--- config.mk ---
export PLATFORM = sky130hd
export DESIGN_NAME = pipeline_stage_buffer
export DESIGN_NICKNAME = d
export VERILOG_FILES = /design/src/rtl/pipeline_stage_buffer.sv
export SDC_FILE = /design/constraint.sdc
export NUM_CORES = 1
export LEC_CHECK = 0
export CORE_ASPECT_RATIO = 0.75
export CORE_MARGIN = 5
export CORE_UTILIZATION = 30
export CTS_CLUSTER_DIAMETER = 200
export DETAILED_ROUTE_END_ITERATION = 10
export PLACE_DENSITY_LB_ADDON = 0.15
export SYNTH_ARGS = -nofsm -noshare
export SYNTH_HDL_FRONTEND = slang
export SYNTH_SLANG_ARGS = --single-unit
--- constraint.sdc ---
create_clock -name Clock -period 4.8 [get_ports Clock]
set_input_delay 0.96 -clock Clock [delete_from_list [all_inputs] [get_ports Clock]]
set_output_delay 0.96 -clock Clock [all_outputs]
set_load 0.01 [all_outputs]
--- src/rtl/pipeline_stage_buffer.sv ---
// pipeline_stage_buffer: a two-entry elastic buffer (head + skid) between
// pipeline stages. It carries the instruction word and PC+4 and presents a
// NOP bubble (FLUSH_VAL) whenever it is empty. Flush discards both entries
// and Stall freezes the stage. BubbleCount is a saturating count of the
// cycles in which downstream wanted data but none was available.
module pipeline_stage_buffer #(
  parameter int                 DATA_W    = 64,
  parameter logic [DATA_W-1:0]  FLUSH_VAL = '0,
  parameter int                 CNT_W     = 16
) (
  input  logic              Clock,
  input  logic              Reset_n,
  input  logic              InValid,
  input  logic [DATA_W-1:0] InData,
  output logic              InReady,
  output logic              OutValid,
  output logic [DATA_W-1:0] OutData,
  input  logic              OutReady,
  input  logic              Flush,
  input  logic              Stall,
  output logic [1:0]        Count,
  output logic [CNT_W-1:0]  BubbleCount
);

  // The state encoding is the occupancy, so Count comes straight off the
  // state register.
  typedef enum logic [1:0] {
    EMPTY = 2'd0,
    ONE   = 2'd1,
    FULL  = 2'd2
  } state_t;

  localparam logic [CNT_W-1:0] CNT_ONE = {{(CNT_W-1){1'b0}}, 1'b1};

  state_t             state_q;
  logic               out_valid_q;
  logic [DATA_W-1:0]  head_q;
  logic [DATA_W-1:0]  skid_q;
  logic [CNT_W-1:0]   bubble_q;

  logic               enq;
  logic               deq;
  logic               bubble_evt;

  // Handshake qualifiers. Flush and Stall both close the input, and a full
  // buffer never accepts, so the occupancy cannot pass two.
  assign InReady    = !Flush && !Stall && (state_q != FULL);
  assign enq        = InValid && InReady;
  assign deq        = out_valid_q && OutReady && !Stall && !Flush;
  assign bubble_evt = OutReady && !out_valid_q && !Stall;

  assign Count       = state_q;
  assign OutValid    = out_valid_q;
  assign OutData     = head_q;
  assign BubbleCount = bubble_q;

  // Occupancy FSM and payload storage. Flush outranks Stall, which outranks
  // any enqueue or dequeue. Every transition into EMPTY reloads the head with
  // FLUSH_VAL, so OutData shows the bubble directly from the register.
  // NOTE: the two payload entries are ordinary flops and get reset like the
  // rest of the state, so the bubble value appears on OutData the moment
  // Reset_n falls instead of whatever was left over.
  always_ff @(posedge Clock or negedge Reset_n) begin
    if (!Reset_n) begin
      // NOTE: all state here uses non-blocking assignment so every flop
      // samples the pre-edge values regardless of statement order.
      state_q     <= EMPTY;
      out_valid_q <= 1'b0;
      head_q      <= FLUSH_VAL;
      skid_q      <= FLUSH_VAL;
    end else if (Flush) begin
      state_q     <= EMPTY;
      out_valid_q <= 1'b0;
      head_q      <= FLUSH_VAL;
      skid_q      <= FLUSH_VAL;
    end else if (!Stall) begin
      case (state_q)
        EMPTY: begin
          if (enq) begin
            state_q     <= ONE;
            out_valid_q <= 1'b1;
            head_q      <= InData;
          end
        end
        ONE: begin
          case ({enq, deq})
            2'b10: begin
              // Head is still waiting; the newcomer parks in the skid.
              state_q <= FULL;
              skid_q  <= InData;
            end
            2'b01: begin
              state_q     <= EMPTY;
              out_valid_q <= 1'b0;
              head_q      <= FLUSH_VAL;
            end
            2'b11: begin
              // Head leaves and the new entry takes its place in one edge.
              head_q <= InData;
            end
            default: begin
              // Neither side moved; hold.
            end
          endcase
        end
        FULL: begin
          if (deq) begin
            state_q <= ONE;
            head_q  <= skid_q;
            skid_q  <= FLUSH_VAL;
          end
        end
        default: begin
          // Unused encoding: fall back to a clean empty buffer.
          state_q     <= EMPTY;
          out_valid_q <= 1'b0;
          head_q      <= FLUSH_VAL;
          skid_q      <= FLUSH_VAL;
        end
      endcase
    end
  end

  // Saturating bubble counter. It follows OutReady against the registered
  // OutValid and ignores Flush, so flushes do not hide starvation cycles.
  always_ff @(posedge Clock or negedge Reset_n) begin
    if (!Reset_n) begin
      bubble_q <= '0;
    end else if (bubble_evt && (bubble_q != {CNT_W{1'b1}})) begin
      bubble_q <= bubble_q + CNT_ONE;
    end
  end

endmodule

* Word-level counts from Yosys, hierarchy flattened
Index checks and enable logic that the tools add are counted.
Word-level totals: bits of input ports 70, flip-flop bits (word level) 147, word-level logic and storage cells 61, output and inout port bits 84
Cells by class: equal/unequal tests 16, reductions and logical operators 17, multiplexer cells 22, $add $sub $neg 1
Operator list (count):
- 2-to-1 mux 64 bit | 8
- one-hot mux 64 bit (3 select lines) | 2
- one-hot mux 64 bit (2 select lines) | 1
- adder 16 x 1 -> 16 bit (second input constant) | 1
- inequality test 16 bit (second input constant) | 1
- AND reduction 4 bit | 4
- logical AND 1 bit | 9
- inequality test 3 bit (second input constant) | 3
- 2-to-1 mux 2 bit | 4
- inequality test 2 bit (second input constant) | 4
- == test 2 bit (second input constant) | 3
- one-hot mux 2 bit (3 select lines) | 1
- == test 2 x 1 -> 1 bit (second input constant) | 2
- 2-to-1 mux 1 bit | 4
- inequality test 4 x 2 -> 1 bit (second input constant) | 1
- inequality test 4 x 3 -> 1 bit (second input constant) | 1
- one-hot mux 2 bit (2 select lines) | 1
- logical NOT 1 bit | 3
- inequality test 3 x 2 -> 1 bit (second input constant) | 1
- one-hot mux 1 bit (3 select lines) | 1
- logical NOT 2 bit | 1

* Logic depth before layout (Yosys ltp)
Gate-level depths: netlist of the first run.
word-level depth 9, depth in mapped cells 7, gate-level depth less buffers 5

* Worst setup path after synthesis of the first run
OpenSTA, ideal clock, no wires.
path kind input to register, from input port Stall, to register bubble_q[15], in the netlist BubbleCount[15], data required time 4721 ps, setup time 79 ps, stages on the path 5, path buffers 1, arrival 2394 ps, path slack 2327 ps, cells stage by stage buf_6 > or3b_4 > or4_4 > nor4b_4 > xor2_1
Between the ends: cells in the longest elaborated chain, start to end 3
RTL lines:
- start: declaration | line 20 | input logic Stall,
- logical NOT 1 bit
- logical AND 1 bit | line 50 | assign bubble_evt = OutReady && !out_valid_q && !Stall;
- logical AND 1 bit | line 129 | end else if (bubble_evt && (bubble_q != {CNT_W{1'b1}})) begin
- end signal: assignment | line 130 | bubble_q <= bubble_q + CNT_ONE;
- end: declaration | line 39 | logic [CNT_W-1:0] bubble_q;
No other way between the ends. A chain may end at the register's enable or synchronous reset.

* Final worst setup path of the first run
from input port Flush, to output port InReady
Between the ends: cells in the longest elaborated chain, start to end 3
RTL lines:
- start: declaration | line 19 | input logic Flush,
- logical NOT 1 bit | line 47 | assign InReady = !Flush && !Stall && (state_q != FULL);
- logical AND 1 bit (2 in a row) | line 47
- end: declaration | line 15 | output logic InReady,
No other way between the ends.

==> flow_summary.yaml, run 1 <==
timing:
  setup_violations: 0
  skew_ps: 11.4
  min_period_ps: 3560
  fmax_mhz: 281
  slew_viol_final: 0
  worstMarginPinSlew_ps: 905
  setup_ws_ps: 1240
  min_period_over_period_pct: 74.2
  rsz0062_at_grt: "false"
  timing.setup.tns_ps: 0
  finalHoldViolations: 0
  relSlewSlack_pct: 39.6
cts:
  cts_hold_buf: 0
  post_cts_resized: 0
  insertion_delay_ps: 410
  cts_made_buffers: 17
  path_clk_slew_ps: 60
  clock-root-buffer: "clkbuf_16"
  htree_levels: 4
  post_cts_buffers: 0
  cts_tree: "built"
  clock_path_buffers: 2
  cts_sinks: 147
global_route:
  grt_use_met1_pct: 21.1
  grt_usage_pct: 15.0
  antenna_found_initial: 0
  grt_pass1_vias: 5502
  grt_overflow: 0
  grt_max_degree: 83
  grt_util_met2_pct: 23.1
  busiest_layer: "met2"
  grt_pass1_wl_um: 31200
  grt_use_met3_pct: 3.99
routing:
  drc_errors: 0
  wl_um: 19400
  drtPass1Iterations: 6
  wl_per_cell_um: 19.8
  via_per_inst: 5.36
  drt_iter0_markers: 418
  ant_nets: 0
  vias: 5250
logic_synthesis:
  syn_inst: 542
  ys.flop_type: "dfrtp_1"
  synth_fp_nets: 613
  yosysTopAreaCellShare_pct: 53.9
  yosysWarnings: 0
  synth_edf_count: 0
  synthTopCellsByCount: "147 x dfrtp_1, 128 x a22o_1, 66 x mux2i_1"
  ys_ff_latch: 147
  synth_area_leaders: "dfrtp_1 54%, a22o_1 16%, mux2i_1 9.7%"
  synth_area_leader_cell: "dfrtp_1"
  ys_types: 41
  syn_area_per_cell_um2: 12.6
  syn_area_um2: 6820
  yosysSeqAreaShare_pct: 53.9
  synth_most_common_cell: "dfrtp_1"
  synthArstFlopShare_pct: 100
critical_path:
  slowest_stage: "clkdlybuf4s50_1"
  arrival_ps: 2600
  crit_fanout: 9
  cpPeakStageDelay_ps: 640
  cp-end-kind: "output port"
  crit_required_ps: 3840
  r2r_slack_ps: 1700
  path_cells: "clkdlybuf4s50_1, nor3_1, clkdlybuf4s50_1"
  critPathKind: "primary input to output port"
  path_common_cell: "clkdlybuf4s50_1"
  crit_path_start_kind: "primary input"
power:
  power_leakage_nw: 3.79
  power_density_nw_per_um2: 339
  peakVddDrop_uv: 222
floorplan:
  start_util_pct: 30.7
  dieArea_um2: 25900
  die_h_um: 141
  core_um2: 22200
  io_pins: 154
  dieWidth_um: 184
  rows: 47
layout:
  layout.nets: 744
  antennaDiodeCount: 0
  ff_latch_area_um2: 3680
  final_area_um2: 9220
  multi_input_area_um2: 2950
  nFillCells: 2081
  drive_gt1_share_pct: 8.32
  syn_to_final_growth_pct: 35.2
placed_design:
  io_buffers: 153
  gp_congestion: 0.817
  dpl.hpwl_um: 12300
  placed_area_um2: 8660
  place_ws_ps: 1220
run_status:
  status: "completed"
flow_run:
  maxCapViolations: 0
hold_path:
  hp-class: "flop to flop"
flip-flops by register name, summed over array words and instances, names as in the netlist:
name,flops
OutData,64
skid_q,64
BubbleCount,16
Count,2
OutValid,1
placed cells by master (no fill, tap or decap), drive strengths merged, types with 2 or more instances in the layout:
| cell type | netlist | final |
|---|---|---|
| nor2 | 4 | 4 |
| nor3b | 2 | 2 |
| o21ai | 3 | 3 |
| mux2i | 66 | 66 |
| clkinv | 0 | 2 |
| mux2 | 2 | 2 |
| nor2b | 3 | 3 |
| nand4 | 2 | 2 |
| inv | 4 | 7 |
| and4 | 2 | 2 |
| nand3 | 6 | 6 |
| nor4b | 3 | 3 |
| nor3 | 9 | 9 |
| and3 | 2 | 2 |
| clkinvlp | 0 | 4 |
| nor4 | 4 | 4 |
| clkbuf | 40 | 21 |
| dfrtp | 147 | 147 |
| xor2 | 13 | 13 |
| a21oi | 3 | 3 |
| buf | 13 | 13 |
| clkdlybuf4s50 | 0 | 152 |
| nand2 | 7 | 7 |
| o2bb2ai | 64 | 64 |
| a22o | 128 | 128 |
| xnor2 | 2 | 2 |
worst max-delay path, delay by kind of cell:
kind,cells,cell delay [ps]
buffers and inverters,2,1240
AND/OR/NAND/NOR,1,390
through the flow:
stage	utilization (%)	hold slack (ps)	instances	total power, W
floorplan	-	473	542	0.00159
global placement	39.0	487	948	0.00187
detailed placement	39.0	486	948	0.00187
CTS	41.5	498	979	0.00317
global route	41.5	515	979	0.00327
finish	41.5	493	979	0.00312
per-layer routing:
metal / up-vias / wire length [um]
met5: - / 0
met4: 0 / 183
met3: 16 / 1010
met2: 154 / 8780
met1: 2692 / 9390
li1: 2388 / -
path summary, 6_finish.rpt:
check / start / to / cells after the start
min: BubbleCount[15] / BubbleCount[15] / 1
max: Flush / InReady / 3
max reg2reg: Count[0] / OutData[45] / 6
max in group asynchronous: Reset_n / OutData[21] / 2
min in group asynchronous: Reset_n / OutData[37] / 1
min reg2reg: BubbleCount[15] / BubbleCount[15] / 1
where the power goes:
group          leakage, nW  internal, W  switching (W)
sequential            2.01      0.00131      0.0000748
clock                0.263     0.000743       0.000531
combinational         1.53     0.000244       0.000225
total                 3.79      0.00229       0.000830
kinds of logic after synthesis:
| group | share of synthesized area [%] |
|---|---|
| multiplexers | 10.0 |
| adder cells (fa/ha/maj) | 0.183 |
| AO/OA/AOI/OAI | 25.7 |
| flip-flops | 53.9 |
| buffers and inverters | 3.30 |
| XOR/XNOR | 1.93 |
| AND/OR/NAND/NOR | 4.88 |
cell type report:
| type | count | area share, % |
|---|---|---|
| clock buffers | 21 | 4.99 |
| clock inverters | 10 | 1.09 |
| inverters | 4 | 0.163 |
| multi-input cells | 338 | 32.0 |
| flip-flops and latches | 147 | 39.9 |
| well taps | 294 | 3.99 |
| repair buffers | 165 | 17.9 |
No activity file was read; power rests on OpenSTA's default activity.
==> run 2: changes to the inputs <==
Clock period 4.8 ns to 3.1 ns, I/O delays scaled along.
==> run 2 against run 1 <==
Count of clock-buffer cells in the layout fell by 3. Sequential share of layout area shrank 0.61 points. Die area did not move. Register-to-register slack got worse by 740 ps. Clock skew about the same. Core utilization up 0.64 points. First-iteration DRC count is 38% lower. Combinational power up 59%. Non-clock buffer count is 7 higher. Power increased by 61%. Via count grew 0.55%. Largest cell class unchanged. Highest routed layer unchanged.
==> flow_summary.yaml, run 2 (synthesis results as in run 1) <==
run_status:
  status: "completed"
placed_design:
  dpl.hpwl_um: 12400
  place_ws_ps: 358
  gp_congestion: 0.797
  io_buffers: 153
cts:
  path_clk_slew_ps: 70
  cts_hold_buf: 0
  post_cts_resized: 0
  clock-root-buffer: "clkbuf_16"
  clock_path_buffers: 2
  htree_levels: 4
  cts_sinks: 147
  cts_made_buffers: 17
  post_cts_buffers: 0
  cts_tree: "built"
  insertion_delay_ps: 410
routing:
  wl_um: 19500
  wl_per_cell_um: 19.8
  vias: 5279
  ant_nets: 0
  drt_iter0_markers: 260
  drc_errors: 0
  drtPass1Iterations: 4
  via_per_inst: 5.35
timing:
  relSlewSlack_pct: 55.0
  setup_ws_ps: 404
  whs_ps: 190
  finalHoldViolations: 0
  fmax_mhz: 371
  timing.setup.tns_ps: 0
  slew_viol_final: 0
  setup_violations: 0
  min_period_ps: 2700
  worstMarginPinSlew_ps: 676
  min_period_over_period_pct: 87.0
  rsz0062_at_grt: "false"
  skew_ps: 11.7
floorplan:
  rows: 47
  dieArea_um2: 25900
  io_pins: 154
  die_h_um: 141
  dieWidth_um: 184
  start_util_pct: 30.7
  core_um2: 22200
critical_path:
  cp-startpoint: "Stall"
  critPathKind: "primary input to output port"
  worstReg2RegEnd: "skid_q[14]"
  crit_fanout: 8
  r2r_slack_ps: 960
  cp-end-kind: "output port"
  crit_required_ps: 2480
  r2r_start: "Count[0]"
  crit_path_start_kind: "primary input"
  r2r_cells: 5
  arrival_ps: 2080
global_route:
  grt_max_degree: 59
  grt_usage_pct: 15.3
  grt_pass1_wl_um: 31800
  grt_overflow: 0
  antenna_found_initial: 0
  grt_pass1_vias: 5648
power:
  power_switching_share_pct: 26.3
  p_seq_share_pct: 42.3
  p_int_w: 0.00371
  comb_power_share_pct: 14.8
  power_leakage_nw: 3.88
  power_density_nw_per_um2: 537
  peakVddDrop_uv: 350
  p_sw_w: 0.00132
  p_clk_share_pct: 42.9
layout:
  antennaDiodeCount: 0
  nFillCells: 2099
  final_cell_mix: "152 x clkdlybuf4s50_1, 145 x dfrtp_1, 128 x a22o_1"
  layout.nets: 751
  drive_gt1_share_pct: 9.67
  final_common_cell: "clkdlybuf4s50_1"
  fin_util_pct: 42.1
  syn_to_final_growth_pct: 37.3
flow_run:
  maxCapViolations: 0
hold_path:
  hp-class: "primary input to asynchronous set/reset pin"
==> run 2: changes by cell type in the layout (fill, tap and decap cells not counted) <==
cell        change
clkbuf_1        -2
bufinv_16       +2
buf_12          +3
buf_4           +4
clkinvlp_4      -3
clkbuf_8        -1
clkinv_2        +2
clkinv_4        +2
inv_6           +1
==> run 2: worst max-delay path by stage <==
stage | to | slack [ps] | cells past startpoint
after floorplan | BubbleCount[15] | 970 | 5
after global placement | InReady | 340 | 4
after detailed placement | InReady | 360 | 4
after CTS | InReady | 360 | 4
after global routing | InReady | 320 | 4
final | InReady | 400 | 4
==> run 2: power by group through the flow <==
stage               Clock, W  Sequential [W]  Combinational, W
floorplan                  0         0.00218          0.000280
global placement           0         0.00216          0.000747
detailed placement         0         0.00216          0.000757
CTS                  0.00222         0.00213          0.000760
global route         0.00229         0.00214          0.000810
finish               0.00216         0.00213          0.000744
==> run 2: stage by stage <==
stage / instances / instance area (um2) / power (W)
after floorplan: 542 / 6820 / 0.00246
final: 987 / 9360 / 0.00503
after global routing: 987 / 9360 / 0.00524
after detailed placement: 955 / 8750 / 0.00291
after global placement: 955 / 8750 / 0.00290
after CTS: 987 / 9360 / 0.00511
==> run 2: cell type report <==
cell class                 instances  area, um2  area share (%)
clock buffer                      18        439            4.69
clock inverter                    14        174            1.86
inverter                           4       15.0           0.160
multi-input combinational        338       2950            31.5
sequential                       147       3680            39.3
tap                              294        368            3.93
timing repair buffer             172       1740            18.6
==> run 2: routing by layer <==
metal / GRT usage (%) / vias to the layer above / wire length [um]
li1: - / 2404 / -
met1: 21.4 / 2726 / 9400
met2: 23.7 / 138 / 8850
met3: 4.07 / 11 / 1160
met4: 3.54 / 0 / 127
met5: 0 / - / 0
==> run 2: critical path, cell delays in order <==
cell             delay (ps)
clkdlybuf4s50_1         440
buf_4                   180
nor3_1                  240
clkdlybuf4s50_1         590
==> run 3: changes to the inputs <==
Settings changed: CORE_ASPECT_RATIO 0.75 to 0.6.
==> run 3 against run 2 <==
Flip-flop and latch count unchanged. Core utilization increased by 0.12 points. Critical endpoint unchanged. Hold slack got worse by 80 ps. Clock power increased by 6%. Final area about the same. First-iteration DRC count decreased by 1.5%.
==> flow_summary.yaml, run 3 (synthesis results as in run 1) <==
routing:
  wl_per_cell_um: 19.7
  wl_um: 19700
  drt_iter0_markers: 256
  ant_nets: 0
  via_per_inst: 5.23
  drtPass1Iterations: 7
  vias: 5214
  drc_errors: 0
global_route:
  grt_pass1_vias: 5555
  grt_use_met1_pct: 22.5
  busiest_layer: "met1"
  antenna_found_initial: 1
  grt_overflow: 0
  grt_util_met2_pct: 22.3
  grt_pass1_wl_um: 31700
  grt_use_met3_pct: 4.82
  grt_max_degree: 75
  grt_usage_pct: 15.4
timing:
  fmax_mhz: 384
  skew_ps: 10.7
  relSlewSlack_pct: 44.8
  min_period_over_period_pct: 84.0
  worstMarginPinSlew_ps: 829
  timing.setup.tns_ps: 0
  min_period_ps: 2600
  slew_viol_final: 0
  rsz0062_at_grt: "false"
  setup_violations: 0
  finalHoldViolations: 0
run_status:
  status: "completed"
critical_path:
  worstSetupEndpoint: "InReady"
  slowest_stage: "clkdlybuf4s50_1"
  crit_required_ps: 2480
  crit_path_start_kind: "primary input"
  cp-end-kind: "output port"
  path_cells: "clkdlybuf4s50_1, buf_4, nor3_1, clkdlybuf4s50_1"
  r2r_slack_ps: 1030
  cpPeakStageDelay_ps: 570
  crit_fanout: 9
  critPathKind: "primary input to output port"
  cp-startpoint: "Stall"
  r2r_start: "OutValid"
  arrival_ps: 1980
  worstReg2RegEnd: "BubbleCount[15]"
  r2r_cells: 4
  path_common_cell: "clkdlybuf4s50_1"
flow_run:
  maxCapViolations: 0
placed_design:
  dpl.hpwl_um: 12300
  io_buffers: 153
  gp_congestion: 0.780
  placed_area_um2: 8710
layout:
  final_cell_mix: "152 x clkdlybuf4s50_1, 145 x dfrtp_1, 128 x a22o_1"
  antennaDiodeCount: 0
  final_area_um2: 9370
  layout.nets: 747
  drive_gt1_share_pct: 9.14
  syn_to_final_growth_pct: 37.4
  final_common_cell: "clkdlybuf4s50_1"
cts:
  htree_levels: 4
  cts_tree: "built"
  path_clk_slew_ps: 60
  post_cts_buffers: 0
  insertion_delay_ps: 420
  cts_hold_buf: 0
  cts_sinks: 147
  post_cts_resized: 0
  clock_path_buffers: 2
  clock-root-buffer: "clkbuf_16"
  cts_made_buffers: 17
floorplan:
  start_util_pct: 30.7
  io_pins: 154
  die_h_um: 127
  core_um2: 22200
  dieWidth_um: 205
  dieArea_um2: 25900
  rows: 42
power:
  power_leakage_nw: 3.85
  power_density_nw_per_um2: 551
  total_power_w: 0.00517
  peakVddDrop_uv: 351
hold_path:
  hp-class: "primary input to asynchronous set/reset pin"
==> run 3: cell count changes in the layout (fill, tap and decap cells not counted), sizes merged <==
cell,previous run,this run
clkbuf,18,17
buf,20,16
inv,8,7
clkinv,6,1
clkinvlp,1,6
bufinv,3,5
==> run 3: area by class of cell <==
type / instances / area (um2)
fillers: 2078 / 12800
flip-flops and latches: 147 / 3680
multi-input cells: 338 / 2950
repair buffers: 168 / 1680
clock buffers: 17 / 425
well taps: 308 / 385
clock inverters: 15 / 230
inverters: 4 / 15.0
==> run 3: through the flow <==
| stage | std cells | hold slack [ps] | worst slack [ps] | utilization (%) |
|---|---|---|---|---|
| 6_report | 997 | 111 | 496 | 42.2 |
| 5_1_grt | 997 | 126 | 384 | 42.2 |
| 4_1_cts | 997 | 110 | 493 | 42.2 |
| 3_5_place_dp | 965 | 491 | 332 | 39.3 |
| 3_3_place_gp | 965 | 487 | 391 | 39.3 |
| 2_1_floorplan | 542 | 324 | 967 | - |
==> run 3: how the worst min path moves through the flow <==
stage	slack (ps)	start	end	cells past startpoint
final	110	Reset_n	skid_q[37]	1
after global routing	130	Reset_n	skid_q[37]	1
after CTS	110	Reset_n	OutData[38]	1
after detailed placement	490	skid_q[15]	skid_q[15]	1
after global placement	490	skid_q[0]	skid_q[0]	1
after floorplan	320	Reset_n	BubbleCount[0]	0
==> run 3: power breakdown <==
group	total, W	switching [W]	internal [W]
clock	0.00230	0.000865	0.00144
sequential	0.00213	0.000105	0.00202
combinational	0.000738	0.000359	0.000379
total	0.00517	0.00133	0.00384
==> run 3: critical path: cells and delay by family <==
| kind | cells | cell delay (ps) |
|---|---|---|
| buffers and inverters | 3 | 1180 |
| AND/OR/NAND/NOR | 1 | 190 |
==> run 3: per-layer routing <==
metal  part of all wire [%]  vias to the layer above  routed length (um)
met1                     50                     2631                9830
met4                   0.85                        2                 167
met5                  0.066                        -                  13
met2                     43                      170                8370
li1                       -                     2395                   -
met3                    6.6                       16                1310
